**src/rtl/dsm_pkg.sv**
```systemverilog
// Shared types and constants for the DSM write arbiter.
`timescale 1ns/1ps
package dsm_pkg;
  typedef enum logic [1:0] {IDLE, LOAD, SEND} dsm_state_e;

  localparam logic [1:0] AXI_RESP_OKAY = 2'b00;
  localparam logic [2:0] DSM_AWPROT    = 3'b000;
  localparam int         BEAT_BYTES    = 8;
endpackage

```
**src/rtl/dsm_id_fifo.sv**
```systemverilog
// Small synchronous FIFO holding the requester id of every write still
// waiting for its B response.
`timescale 1ns/1ps
module dsm_id_fifo #(
  parameter int DEPTH = 16,
  parameter int WIDTH = 1
) (
  input  logic             clk,
  input  logic             rst,
  input  logic             push,
  input  logic [WIDTH-1:0] push_data,
  input  logic             pop,
  output logic [WIDTH-1:0] pop_data,
  output logic             empty,
  output logic             full
);
  localparam int AW = $clog2(DEPTH);

  logic [WIDTH-1:0] mem [DEPTH];
  logic [AW-1:0]    wr_ptr, rd_ptr;
  logic [AW:0]      count;
  logic             push_ok, pop_ok;

  assign empty    = (count == '0);
  assign full     = (count == (AW+1)'(DEPTH));
  assign push_ok  = push && !full;
  assign pop_ok   = pop && !empty;
  assign pop_data = mem[rd_ptr];

  // Storage array, no reset needed: contents only read when count says valid.
  always_ff @(posedge clk) begin
    if (push_ok) mem[wr_ptr] <= push_data;
  end

  // Pointer and occupancy tracking; pointers wrap naturally (DEPTH is 2^n).
  always_ff @(posedge clk or posedge rst) begin
    if (rst) begin
      wr_ptr <= '0;
      rd_ptr <= '0;
      count  <= '0;
    end else begin
      if (push_ok) wr_ptr <= wr_ptr + 1'b1;
      if (pop_ok)  rd_ptr <= rd_ptr + 1'b1;
      case ({push_ok, pop_ok})
        2'b10:   count <= count + 1'b1;
        2'b01:   count <= count - 1'b1;
        default: count <= count;
      endcase
    end
  end
endmodule

```
**src/rtl/dsm_wr_arbiter.sv**
```systemverilog
// Round-robin line arbiter: N_REQ DSM engines share one AXI4-Lite write
// master. A grant covers a whole line; each beat is one single-beat AW/W.
`timescale 1ns/1ps
module dsm_wr_arbiter
  import dsm_pkg::*;
#(
  parameter int N_REQ           = 2,
  parameter int ADDR_WIDTH      = 49,
  parameter int BEATS_PER_LINE  = 8,
  parameter int REGION_BYTES    = 65536,
  parameter int MAX_OUTSTANDING = 16
) (
  input  logic                                   clk,
  input  logic                                   rst,
  input  logic [N_REQ-1:0][ADDR_WIDTH-1:0]       cfg_base,
  input  logic [N_REQ-1:0]                       cfg_en,
  input  logic [N_REQ-1:0][63:0]                 s_req_wdata,
  input  logic [N_REQ-1:0]                       s_req_valid,
  output logic [N_REQ-1:0]                       s_req_ready,
  output logic [ADDR_WIDTH-1:0]                  m_axi_awaddr,
  output logic                                   m_axi_awvalid,
  input  logic                                   m_axi_awready,
  output logic [2:0]                             m_axi_awprot,
  output logic [63:0]                            m_axi_wdata,
  output logic [7:0]                             m_axi_wstrb,
  output logic                                   m_axi_wvalid,
  input  logic                                   m_axi_wready,
  input  logic                                   m_axi_bvalid,
  input  logic [1:0]                             m_axi_bresp,
  output logic                                   m_axi_bready,
  output logic [$clog2(N_REQ)-1:0]               grant_id,
  output logic [$clog2(MAX_OUTSTANDING):0]       outstanding,
  output logic [N_REQ-1:0]                       err_sticky,
  input  logic [N_REQ-1:0]                       err_clr,
  output logic                                   spurious_b
);
  localparam int GW   = $clog2(N_REQ);
  localparam int OW   = $clog2(MAX_OUTSTANDING) + 1;
  localparam int OFFW = $clog2(REGION_BYTES);
  localparam int BCW  = $clog2(BEATS_PER_LINE + 1);
  localparam logic [OW-1:0]  MAX_OUT   = OW'(MAX_OUTSTANDING);
  localparam logic [BCW-1:0] LAST_BEAT = BCW'(BEATS_PER_LINE - 1);

  dsm_state_e             state;
  logic [GW-1:0]          last_id;
  logic [BCW-1:0]         beat_cnt;
  logic                   aw_done, w_done;
  logic [N_REQ-1:0][OFFW-1:0] offset;

  logic                   pick_vld;
  logic [GW-1:0]          pick_id, cand;
  logic                   accept, aw_hs, w_hs, aw_fin, w_fin, beat_done, b_ok;
  logic [GW-1:0]          fifo_id;
  logic                   fifo_empty, fifo_full;
  logic [N_REQ-1:0]       err_set;

  assign m_axi_awprot = DSM_AWPROT;
  assign m_axi_bready = 1'b1;
  assign m_axi_wstrb  = m_axi_wvalid ? 8'hFF : 8'h00;

  assign aw_hs     = m_axi_awvalid && m_axi_awready;
  assign w_hs      = m_axi_wvalid && m_axi_wready;
  assign aw_fin    = aw_done || aw_hs;
  assign w_fin     = w_done || w_hs;
  assign beat_done = (state == SEND) && aw_fin && w_fin;
  assign accept    = s_req_ready[grant_id];
  // A B with nothing outstanding is dropped; the FIFO is the source of truth.
  assign b_ok      = m_axi_bvalid && !fifo_empty;

  // Round-robin search starting one past the last granted requester.
  always_comb begin
    pick_vld = 1'b0;
    pick_id  = '0;
    cand     = '0;
    for (int i = 1; i <= N_REQ; i++) begin
      cand = GW'((int'(last_id) + i) % N_REQ);
      if (!pick_vld && cfg_en[cand] && s_req_valid[cand]) begin
        pick_vld = 1'b1;
        pick_id  = cand;
      end
    end
  end

  // Only the granted requester sees ready, and only with outstanding headroom.
  always_comb begin
    s_req_ready = '0;
    if (state == LOAD && outstanding < MAX_OUT && !fifo_full)
      s_req_ready[grant_id] = s_req_valid[grant_id];
  end

  // Error flag set vector for the requester owning the returning B.
  always_comb begin
    err_set = '0;
    if (b_ok && m_axi_bresp != AXI_RESP_OKAY) err_set[fifo_id] = 1'b1;
  end

  // Main FSM: grant a line, load a beat, issue AW/W, repeat until line done.
  always_ff @(posedge clk or posedge rst) begin
    if (rst) begin
      state         <= IDLE;
      grant_id      <= '0;
      last_id       <= GW'(N_REQ - 1);
      beat_cnt      <= '0;
      aw_done       <= 1'b0;
      w_done        <= 1'b0;
      m_axi_awaddr  <= '0;
      m_axi_awvalid <= 1'b0;
      m_axi_wdata   <= '0;
      m_axi_wvalid  <= 1'b0;
    end else begin
      case (state)
        IDLE: if (pick_vld) begin
          grant_id <= pick_id;
          last_id  <= pick_id;
          beat_cnt <= '0;
          state    <= LOAD;
        end
        LOAD: if (accept) begin
          m_axi_wdata   <= s_req_wdata[grant_id];
          m_axi_awaddr  <= cfg_base[grant_id] + ADDR_WIDTH'(offset[grant_id]);
          m_axi_awvalid <= 1'b1;
          m_axi_wvalid  <= 1'b1;
          aw_done       <= 1'b0;
          w_done        <= 1'b0;
          state         <= SEND;
        end
        SEND: begin
          if (aw_hs) begin
            m_axi_awvalid <= 1'b0;
            aw_done       <= 1'b1;
          end
          if (w_hs) begin
            m_axi_wvalid <= 1'b0;
            w_done       <= 1'b1;
          end
          if (aw_fin && w_fin) begin
            aw_done  <= 1'b0;
            w_done   <= 1'b0;
            beat_cnt <= beat_cnt + 1'b1;
            state    <= (beat_cnt == LAST_BEAT) ? IDLE : LOAD;
          end
        end
        default: state <= IDLE;
      endcase
    end
  end

  // Ring offsets: advance per completed beat, park at 0 while disabled and idle.
  always_ff @(posedge clk or posedge rst) begin
    if (rst) begin
      offset <= '0;
    end else begin
      for (int i = 0; i < N_REQ; i++) begin
        if (beat_done && grant_id == GW'(i))
          offset[i] <= offset[i] + OFFW'(BEAT_BYTES);
        else if (!cfg_en[i] && !(state != IDLE && grant_id == GW'(i)))
          offset[i] <= '0;
      end
    end
  end

  // Outstanding count, error flags (set beats clear) and spurious-B flag.
  always_ff @(posedge clk or posedge rst) begin
    if (rst) begin
      outstanding <= '0;
      err_sticky  <= '0;
      spurious_b  <= 1'b0;
    end else begin
      case ({aw_hs, b_ok})
        2'b10:   outstanding <= outstanding + 1'b1;
        2'b01:   outstanding <= outstanding - 1'b1;
        default: outstanding <= outstanding;
      endcase
      err_sticky <= (err_sticky & ~err_clr) | err_set;
      if (m_axi_bvalid && fifo_empty) spurious_b <= 1'b1;
    end
  end

  dsm_id_fifo #(.DEPTH(MAX_OUTSTANDING), .WIDTH(GW)) u_id_fifo (
    .clk       (clk),
    .rst       (rst),
    .push      (aw_hs),
    .push_data (grant_id),
    .pop       (b_ok),
    .pop_data  (fifo_id),
    .empty     (fifo_empty),
    .full      (fifo_full)
  );
endmodule

```
**config.mk**
```make
export PLATFORM = sky130hd
export DESIGN_NAME = dsm_wr_arbiter
export DESIGN_NICKNAME = d
export VERILOG_FILES = /design/src/rtl/dsm_pkg.sv /design/src/rtl/dsm_id_fifo.sv /design/src/rtl/dsm_wr_arbiter.sv
export SDC_FILE = /design/constraint.sdc
export NUM_CORES = 1
export LEC_CHECK = 0
export CORE_UTILIZATION = 50
export DETAILED_ROUTE_END_ITERATION = 10
export PLACE_DENSITY = 0.95
export SYNTH_ARGS = -nofsm -noshare
export SYNTH_HDL_FRONTEND = slang
export SYNTH_SLANG_ARGS = --single-unit
```
**constraint.sdc**
```tcl
create_clock -name clk -period 10.1 [get_ports clk]
set_input_delay 1.515 -clock clk [delete_from_list [all_inputs] [get_ports clk]]
set_output_delay 1.515 -clock clk [all_outputs]
set_load 0.01 [all_outputs]
```
Word-level counts from Yosys, hierarchy flattened
Memory sizes are Yosys's and may differ from the RTL's.
Cells that the tools add are included.
Storage, ports and cells
  register bits after elaboration: 178
  memory bits (writable): 16
  input port bits: 239
  output and inout bits: 138
  word-level logic and storage cells: 165
  memories kept: 1
Memory list
  u_id_fifo.mem: words 16, width 1, read ports 1, clocked after Yosys merged registers in 0, write ports 1, line dsm_id_fifo.sv:19  | logic [WIDTH-1:0] mem [DEPTH];
Operators by class
  add/subtract/negate cells: 12
  order comparisons: 7
  equality and inequality tests: 15
  multiplexer cells: 57
  bitwise logic cells: 5
  reduce and logical (&&, ||, !) cells: 50
Operators with widths (number)
  $mux W64: 2
  $mux W49: 2
  $mux W16: 6
  $add A49 B16 Y49: 1
  $add A16 B4 Y16 const B: 2
  $mux W1: 29
  $logic_and A1 B1 Y1: 23
  $pmux W5 S2: 2
  $reduce_and A3 Y1: 6
  $reduce_bool A2 Y1: 8
  $add A4 B1 Y4 const B: 3
  $add A5 B1 Y5 const B: 2
  $mux W2: 5
  $sub A5 B1 Y5 const B: 2
  $lt A1 B2 Y1 const B: 4
  $mux W4: 2
  $mux W8: 1
  $ne A2 B2 Y1 const B: 4
  $pmux W1 S2: 4
  $pmux W4 S2: 1
  $logic_not A1 Y1: 7
  $eq A2 B1 Y1 const B: 3
  $eq A2 B2 Y1 const B: 3
  $ne A3 B2 Y1 const B: 2
  other kinds (16): 22

Logic depth before layout (Yosys ltp)
Gate-level depths: netlist of the first run.
  depth in word-level cells: 11
  depth in mapped cells: 18
  depth with buffers taken out: 12

Cells and area by module
Synthesis of the first run repeated with hierarchy kept, for this count alone.
Unflattened totals
  cell total of the unflattened synthesis: 1180
  area total of the unflattened synthesis: 11278.3 um^2
Modules (own cells, without submodules)
  dsm_wr_arbiter: times used 1, cells an instance 1055, area an instance 9776.9 um^2, seq. area each 3980.1 um^2
  dsm_id_fifo: times used 1, cells an instance 125, area an instance 1501.4 um^2, seq. area each 805.8 um^2

Worst setup path after synthesis of the first run
OpenSTA, ideal clock, no wires.
  path kind: register to register
  start point: register grant_id
  end point: register m_axi_awaddr[48]
  library setup time: 0.095 ns
  arrival: 4.475 ns
  data required time: 10.005 ns
  slack: 5.530 ns
  cell stages (with the launch flop): 17
  path buffers: 7
  clock period less this slack: 4.570 ns
  path through: dfrtp_1 > buf_6 > buf_6 > buf_6 > buf_2 > buf_2 > buf_1 > buf_2 > mux2_2 > ha_1 > a21oi_1 > o211ai_1 > a31oi_1 > a2111oi_4 > nand4b_4 > o31a_1 > o31ai_1
Between the ends
  longest elaborated chain between the ends: 9
  elaborated cells on any way between the ends: 17
  classes of those cells: 1 x add/sub; 2 x order compare; 11 x mux; 1 x bitwise; 2 x reduce/logical
Ends and longest elaborated chain
  from (decl): line dsm_wr_arbiter.sv:31  | output logic [$clog2(N_REQ)-1:0] grant_id,
  from (signal assigned): line dsm_wr_arbiter.sv:113  | grant_id <= pick_id;
  branches (longest 9 deep; another with $add A49 B16 Y49)
  to (signal assigned): line dsm_wr_arbiter.sv:120  | m_axi_awaddr <= cfg_base[grant_id] + ADDR_WIDTH'(offset[grant_id]);
  to (decl): line dsm_wr_arbiter.sv:20  | output logic [ADDR_WIDTH-1:0] m_axi_awaddr,
Several ways; the timed one is not identified. The select of a mux whose other input is x is not followed.
A chain may end at the register's enable or synchronous reset.

Final worst setup path of the first run
  start point: register grant_id
  end point: register m_axi_awaddr[40]
Same word-level chain as after synthesis.

==> metrics, run 1 <==
Clk pin slew, worst setup/hold paths=80 ps; final setup violation count=0; setup_tns=0 ps; EDFF count, synth=16; CTS tree=done; Inst Count DP=1,678; Area Growth Syn to Fin=41.5%; Syn Area/Cell=9.82 sq um; I/O Buffers=372; CTS Root Cell=clkbuf_16; Post-synth top cells=dfrtp_1 (171), nand2_1 (163), o21ai_0 (149), mux2i_1 (91), nand3_1 (42); routed via count=9,627; routed length per instance=18.6 um; Mapped Area=10,700 sq um; WP data arrival=5500 ps; Routed WL=31,900 um; CP startpoint kind=flip-flop; Max-Slew Margin vs Limit=17.0%; H-tree depth=4; TritonCTS Buffers=17; vias per cell=5.61; DRT iter0 DRCs=453; Post-synth top flop=dfrtp_1; worst min-delay path endpoint=m_axi_wdata[0]$_DFFE_PP0P_; ys async rst share=91.5%; status=finished, final reports clean; Worst Setup End Kind=flip-flop; area leader, netlist=dfrtp_1; pwr/cell area=253 nW/um^2; clk sink count=188; first-pass GRT wire length=49,700 um; Period minus WS final=5230 ps; fraction of final layout cells sized beyond drive strength 1=6.41%; row count=53; Die Y=148 um; Hold Path Cell Cnt=2; yosys warns=0; Detailed Routing Iterations Pass 1=5; synth top area cells=dfrtp_1 (40%), mux2i_1 (8.5%), o21ai_0 (7.0%); HPWL after detailed placement=24,600 um; crit-path cells=buf_4 > mux2_2 > ha_1 > nand2_1 > o211ai_1 > a31oi_1 > a2111oi_2 > nand4_1 > xnor2_1 > o21ai_0; Post-CTS Setup Bufs=0; initial antenna violation count=5; VDD IR max=0.000140 V; Worst R2R Setup Slack=4870 ps; CTS Buffer Depth=2; CP peak stage delay=1170 ps; P_leak=0.00656 uW; final net count=1,696; R2R Path End=m_axi_awaddr[40]$_DFFE_PP0P_; final hold violation count=0; clk_lat worst skew=430 ps; Critical Path RT=10,370 ps; crit path kind=reg -> reg; RSZ-0062 raised after global routing=no; Synth top area share=40.1%; R2R depth=10; fin util=72.1%; clk_skew=15.1 ps; chip width=148 um; die area=21,900 sq um; number of max-cap violations=0; CP top delay family=compound AO/OA/AOI/OAI gates; Syn Inst Count=1,087; GRT overflow=0; pin count of the biggest net entering global routing=114; io pins=377; f_max=191 MHz; Remaining DRCs=0; worst slew pin tran=1240 ps; Total GRT Usage=29.2%; fin crit share=51.8%; core area=21,000 sq um; placer's final routability congestion estimate=0.917; CP max FO=80; Yosys reg bits=188; Post-CTS Resized=0; unique cell type count in the Yosys netlist=63; Final ANT Viol Nets=0; Worst Path Buf+Inv=1; sequential share of the synthesized area=44.8%; most frequent cell after synthesis=dfrtp_1; reg2reg start=grant_id$_DFFE_PP0P_; Hold-fix buffers, CTS=0; final std cells w/o fill=1,715; HP Start=m_axi_wdata[0]$_DFFE_PP0P_; Slew Viols, Final=0; Starting Density=50.9%; number of global-route vias before repair=9,769; slowest CP cell=a2111oi_2; Hold Path Class=reg -> reg
routing by layer:
metal | wire [um] | track usage (%) | vias up
met2 | 16000 | 50.0 | 394
met3 | 2080 | 6.75 | 81
met1 | 12500 | 34.1 | 4614
li1 | - | - | 4538
met4 | 1320 | 15.4 | 0
met5 | 0 | 0 | -
kinds of logic after synthesis:
family	synth area share, %
AO/OA/AOI/OAI	14.4
XOR/XNOR	4.35
adder cells (fa/ha/maj)	4.24
buffers and inverters	4.05
flip-flops	44.8
multiplexers	13.1
other	0.0704
AND/OR/NAND/NOR	15.0
metrics by stage:
step	cell area, sq um	hold slack (ps)	setup WS [ps]	power (uW)
3_5_place_dp	14500	470	4850	3160
4_1_cts	15100	486	4970	3830
3_3_place_gp	14500	460	5030	3060
6_report	15100	482	4870	3820
5_1_grt	15100	505	4630	4060
2_1_floorplan	10700	451	3930	2310
sequential cells by signal (all words and copies together), names as in the netlist:
signal,flops
m_axi_awvalid,1
m_axi_awaddr,49
u_id_fifo.mem,16
u_id_fifo.wr_ptr,4
spurious_b,1
m_axi_wdata,64
last_id,1
u_id_fifo.count,5
offset,26
grant_id,1
u_id_fifo.rd_ptr,4
outstanding,5
err_sticky,2
w_done,1
state,2
beat_cnt,4
aw_done,1
m_axi_wvalid,1
cell type report:
class	count	area [sq um]
Antenna cell	5	12.5
Clock buffer	17	425
Clock inverter	15	173
Fill cell	1481	5850
Inverter	27	106
Multi-Input combinational cell	808	5470
Sequential cell	188	4790
Tap cell	275	344
Timing Repair Buffer	380	3780
how the worst max path moves through the flow:
stage                              start                           end  depth (start not counted)
floorplan                            rst           aw_done$_DFFE_PP0P_                          1
global placement            cfg_base[53]  m_axi_awaddr[40]$_DFFE_PP0P_                         10
detailed placement           cfg_base[4]  m_axi_awaddr[40]$_DFFE_PP0P_                         10
CTS                 grant_id$_DFFE_PP0P_  m_axi_awaddr[40]$_DFFE_PP0P_                         10
global route        grant_id$_DFFE_PP0P_  m_axi_awaddr[40]$_DFFE_PP0P_                         10
finish              grant_id$_DFFE_PP0P_  m_axi_awaddr[40]$_DFFE_PP0P_                         10
worst min-delay path: stages (launching register included):
cell and delay, ps:
dfrtp_1 340, nand2_1 40, o21ai_0 60
layout by cell type (no fill, tap or decap), types with 6 or more instances in the layout:
cell / n
and2_1: 19
mux2_2: 32
a211oi_1: 9
a21o_1: 10
o21ai_0: 149
clkdlybuf4s50_1: 372
nand3_1: 42
edfxtp_1: 16
buf_4: 8
nand3b_1: 7
nand2_1: 163
xnor2_1: 28
o31ai_1: 10
a21oi_1: 24
mux2i_1: 91
nor2b_1: 12
ha_1: 33
nand4_1: 15
inv_1: 26
dfrtp_1: 170
nor2_1: 34
a22o_1: 7
a31oi_1: 6
clkbuf_16: 17
xor2_1: 25
and3_1: 12
nor3_1: 6
where the power goes:
part	internal [uW]	leakage (uW)	switching (uW)
logic	946	0.00395	910
clock network	334	0.000292	329
registers	1050	0.00232	242
No activity file was read; power rests on OpenSTA's default activity.
==> inputs of run 2 (changes only) <==
--- a/config.mk
+++ b/config.mk
@@ -5,9 +5,9 @@
 export SDC_FILE = /design/constraint.sdc
 export NUM_CORES = 1
 export LEC_CHECK = 0
-export CORE_UTILIZATION = 50
+export CORE_UTILIZATION = 42
 export DETAILED_ROUTE_END_ITERATION = 10
-export PLACE_DENSITY = 0.95
+export PLACE_DENSITY = 0.89
 export SYNTH_ARGS = -nofsm -noshare
 export SYNTH_HDL_FRONTEND = slang
 export SYNTH_SLANG_ARGS = --single-unit
==> constraint.sdc (replaced) <==
create_clock -name clk -period 4.31 [get_ports clk]
set_input_delay 0.6465 -clock clk [delete_from_list [all_inputs] [get_ports clk]]
set_output_delay 0.6465 -clock clk [all_outputs]
set_load 0.01 [all_outputs]
==> run 2 against run 1 <==
Sequential cell count unchanged; final cell count increased by 2.7%; clock skew increased by 4.8 ps; critical path type is now reg -> out; core utilization decreased by 10 points; sequential share of layout area decreased by 0.27 points; register-to-register slack got worse by 4500 ps; sequential power increased by 130%; critical path depth decreased by 3; clock-buffer cell count increased by 1; critical endpoint is now s_req_ready[1]; die area increased by 19%; global-route usage decreased by 5.7 points; worst hold slack got worse by 3.7 ps.
==> metrics, run 2 (synthesized netlist as in run 1, its figures left out) <==
status=finished, final reports clean; row count=57; VDD IR max=0.000557 V; fraction of final layout cells sized beyond drive strength 1=6.47%; first-pass GRT wire length=48,400 um; core area=24,600 sq um; chip width=161 um; number of max-cap violations=0; Period minus WS final=4030 ps; most common cell after layout, fill and taps aside=clkdlybuf4s50_1; fin crit share=93.5%; Hold-fix buffers, CTS=0; routed via count=9,393; Top Registers=m_axi_wdata x64, m_axi_awaddr x49, offset x26; final hold violation count=0; reg2reg start=grant_id$_DFFE_PP0P_; Post-CTS Resized=0; Slew Viols, Final=0; GRT overflow=0; clk sink count=188; routed length per instance=17.3 um; f_max=248 MHz; WP data arrival=3390 ps; final setup violation count=0; CTS Root Cell=clkbuf_16; DRT iter0 DRCs=658; Worst Setup EP=s_req_ready[1]; Total GRT Usage=23.6%; Detailed Routing Iterations Pass 1=6; Hold Path Class=reg -> reg; Antenna diodes=0; Clk pin slew, worst setup/hold paths=80 ps; worst slew pin tran=982 ps; P_leak=0.00659 uW; final net count=1,698; die area=26,100 sq um; crit path from=grant_id$_DFFE_PP0P_; Worst Setup End Kind=primary output; # fillers=1,988; final std cells w/o fill=1,761; H-tree depth=4; Inst Count DP=1,729; TritonCTS Buffers=17; Post-CTS Setup Bufs=0; Worst R2R Setup Slack=400 ps; vias per cell=5.33; RSZ-0062 raised after global routing=no; number of global-route vias before repair=9,514; Critical Path RT=3660 ps; R2R depth=9; R2R Path End=m_axi_awaddr[48]$_DFFE_PP0P_; Remaining DRCs=0; placer's final routability congestion estimate=0.872; pin count of the biggest net entering global routing=173; Max-Slew Margin vs Limit=34.5%; I/O Buffers=372; Routed WL=30,500 um; max reg flops=64; fin util=61.9%; CP max FO=42; Starting Density=43.4%; Die Y=161 um; initial antenna violation count=0; pwr/cell area=592 nW/um^2; Area Growth Syn to Fin=42.7%; CTS Buffer Depth=2; Reg with most FFs=m_axi_wdata; CTS tree=done; crit path kind=reg -> out; io pins=377; most frequent cells in the layout=clkdlybuf4s50_1 (372), dfrtp_1 (170), nand2_1 (163), o21ai_0 (149), mux2i_1 (91); Final ANT Viol Nets=0; CP startpoint kind=flip-flop; setup_tns=0 ps; HPWL after detailed placement=23,100 um; clk_skew=20.0 ps; clk_lat worst skew=440 ps
run 2: cell count changes in the layout (fill, tap and decap cells not counted), sizes merged:
cell	before	now
buf	8	10
bufinv	0	1
clkbuf	17	18
clkinv	9	7
clkinvlp	0	2
diode	5	0
inv	33	31
run 2: power breakdown:
group	switching, uW	internal [uW]
Combinational	2150	2230
Sequential	509	2470
Clock	784	868
Total	3450	5570
run 2: cell type report:
class                   instances  area [sq um]  area share (%)
clock buffers                  18           450            2.96
repair buffers                382          3840            25.2
clock inverters                14           175            1.15
inverters                      27           105           0.690
multi-input cells             808          5470            35.9
well taps                     324           405            2.66
flip-flops and latches        188          4790            31.4
run 2: worst min path at each step:
stage / start / end / cells past startpoint
after floorplan: offset[31]$_DFFE_PP0P_ / offset[31]$_DFFE_PP0P_ / 1
after detailed placement: m_axi_awaddr[34]$_DFFE_PP0P_ / m_axi_awaddr[34]$_DFFE_PP0P_ / 2
after global placement: m_axi_awaddr[3]$_DFFE_PP0P_ / m_axi_awaddr[3]$_DFFE_PP0P_ / 2
after global routing: m_axi_awaddr[4]$_DFFE_PP0P_ / m_axi_awaddr[4]$_DFFE_PP0P_ / 2
after CTS: m_axi_awaddr[34]$_DFFE_PP0P_ / m_axi_awaddr[34]$_DFFE_PP0P_ / 2
final: m_axi_wdata[34]$_DFFE_PP0P_ / m_axi_wdata[34]$_DFFE_PP0P_ / 2
run 2: worst max-delay path: stages, from the launching register on:
cell             delay, ps
dfrtp_4                750
buf_4                  490
mux2i_1                220
a2111oi_2              370
buf_4                  250
nand2_1                190
inv_1                  120
clkdlybuf4s50_1        550
run 2: metrics by stage:
stage          hold slack [ps]  cell area (sq um)  power (uW)  worst slack (ps)
6_report                   478              15200        9010               278
3_5_place_dp               470              14600        7400               318
2_1_floorplan              451              10700        5420              22.8
4_1_cts                    485              15200        9070               253
3_3_place_gp               459              14600        7210               387
5_1_grt                    504              15200        9610              78.4
run 2: routing by layer:
metal,GRT usage (%),part of all wire (%),vias up,wire (um)
met5,0,0,-,0
met4,9.22,2.9,0,889
met3,5.21,6.7,49,2050
met2,42.2,51,368,15500
met1,27.2,40,4451,12000
li1,-,-,4525,-
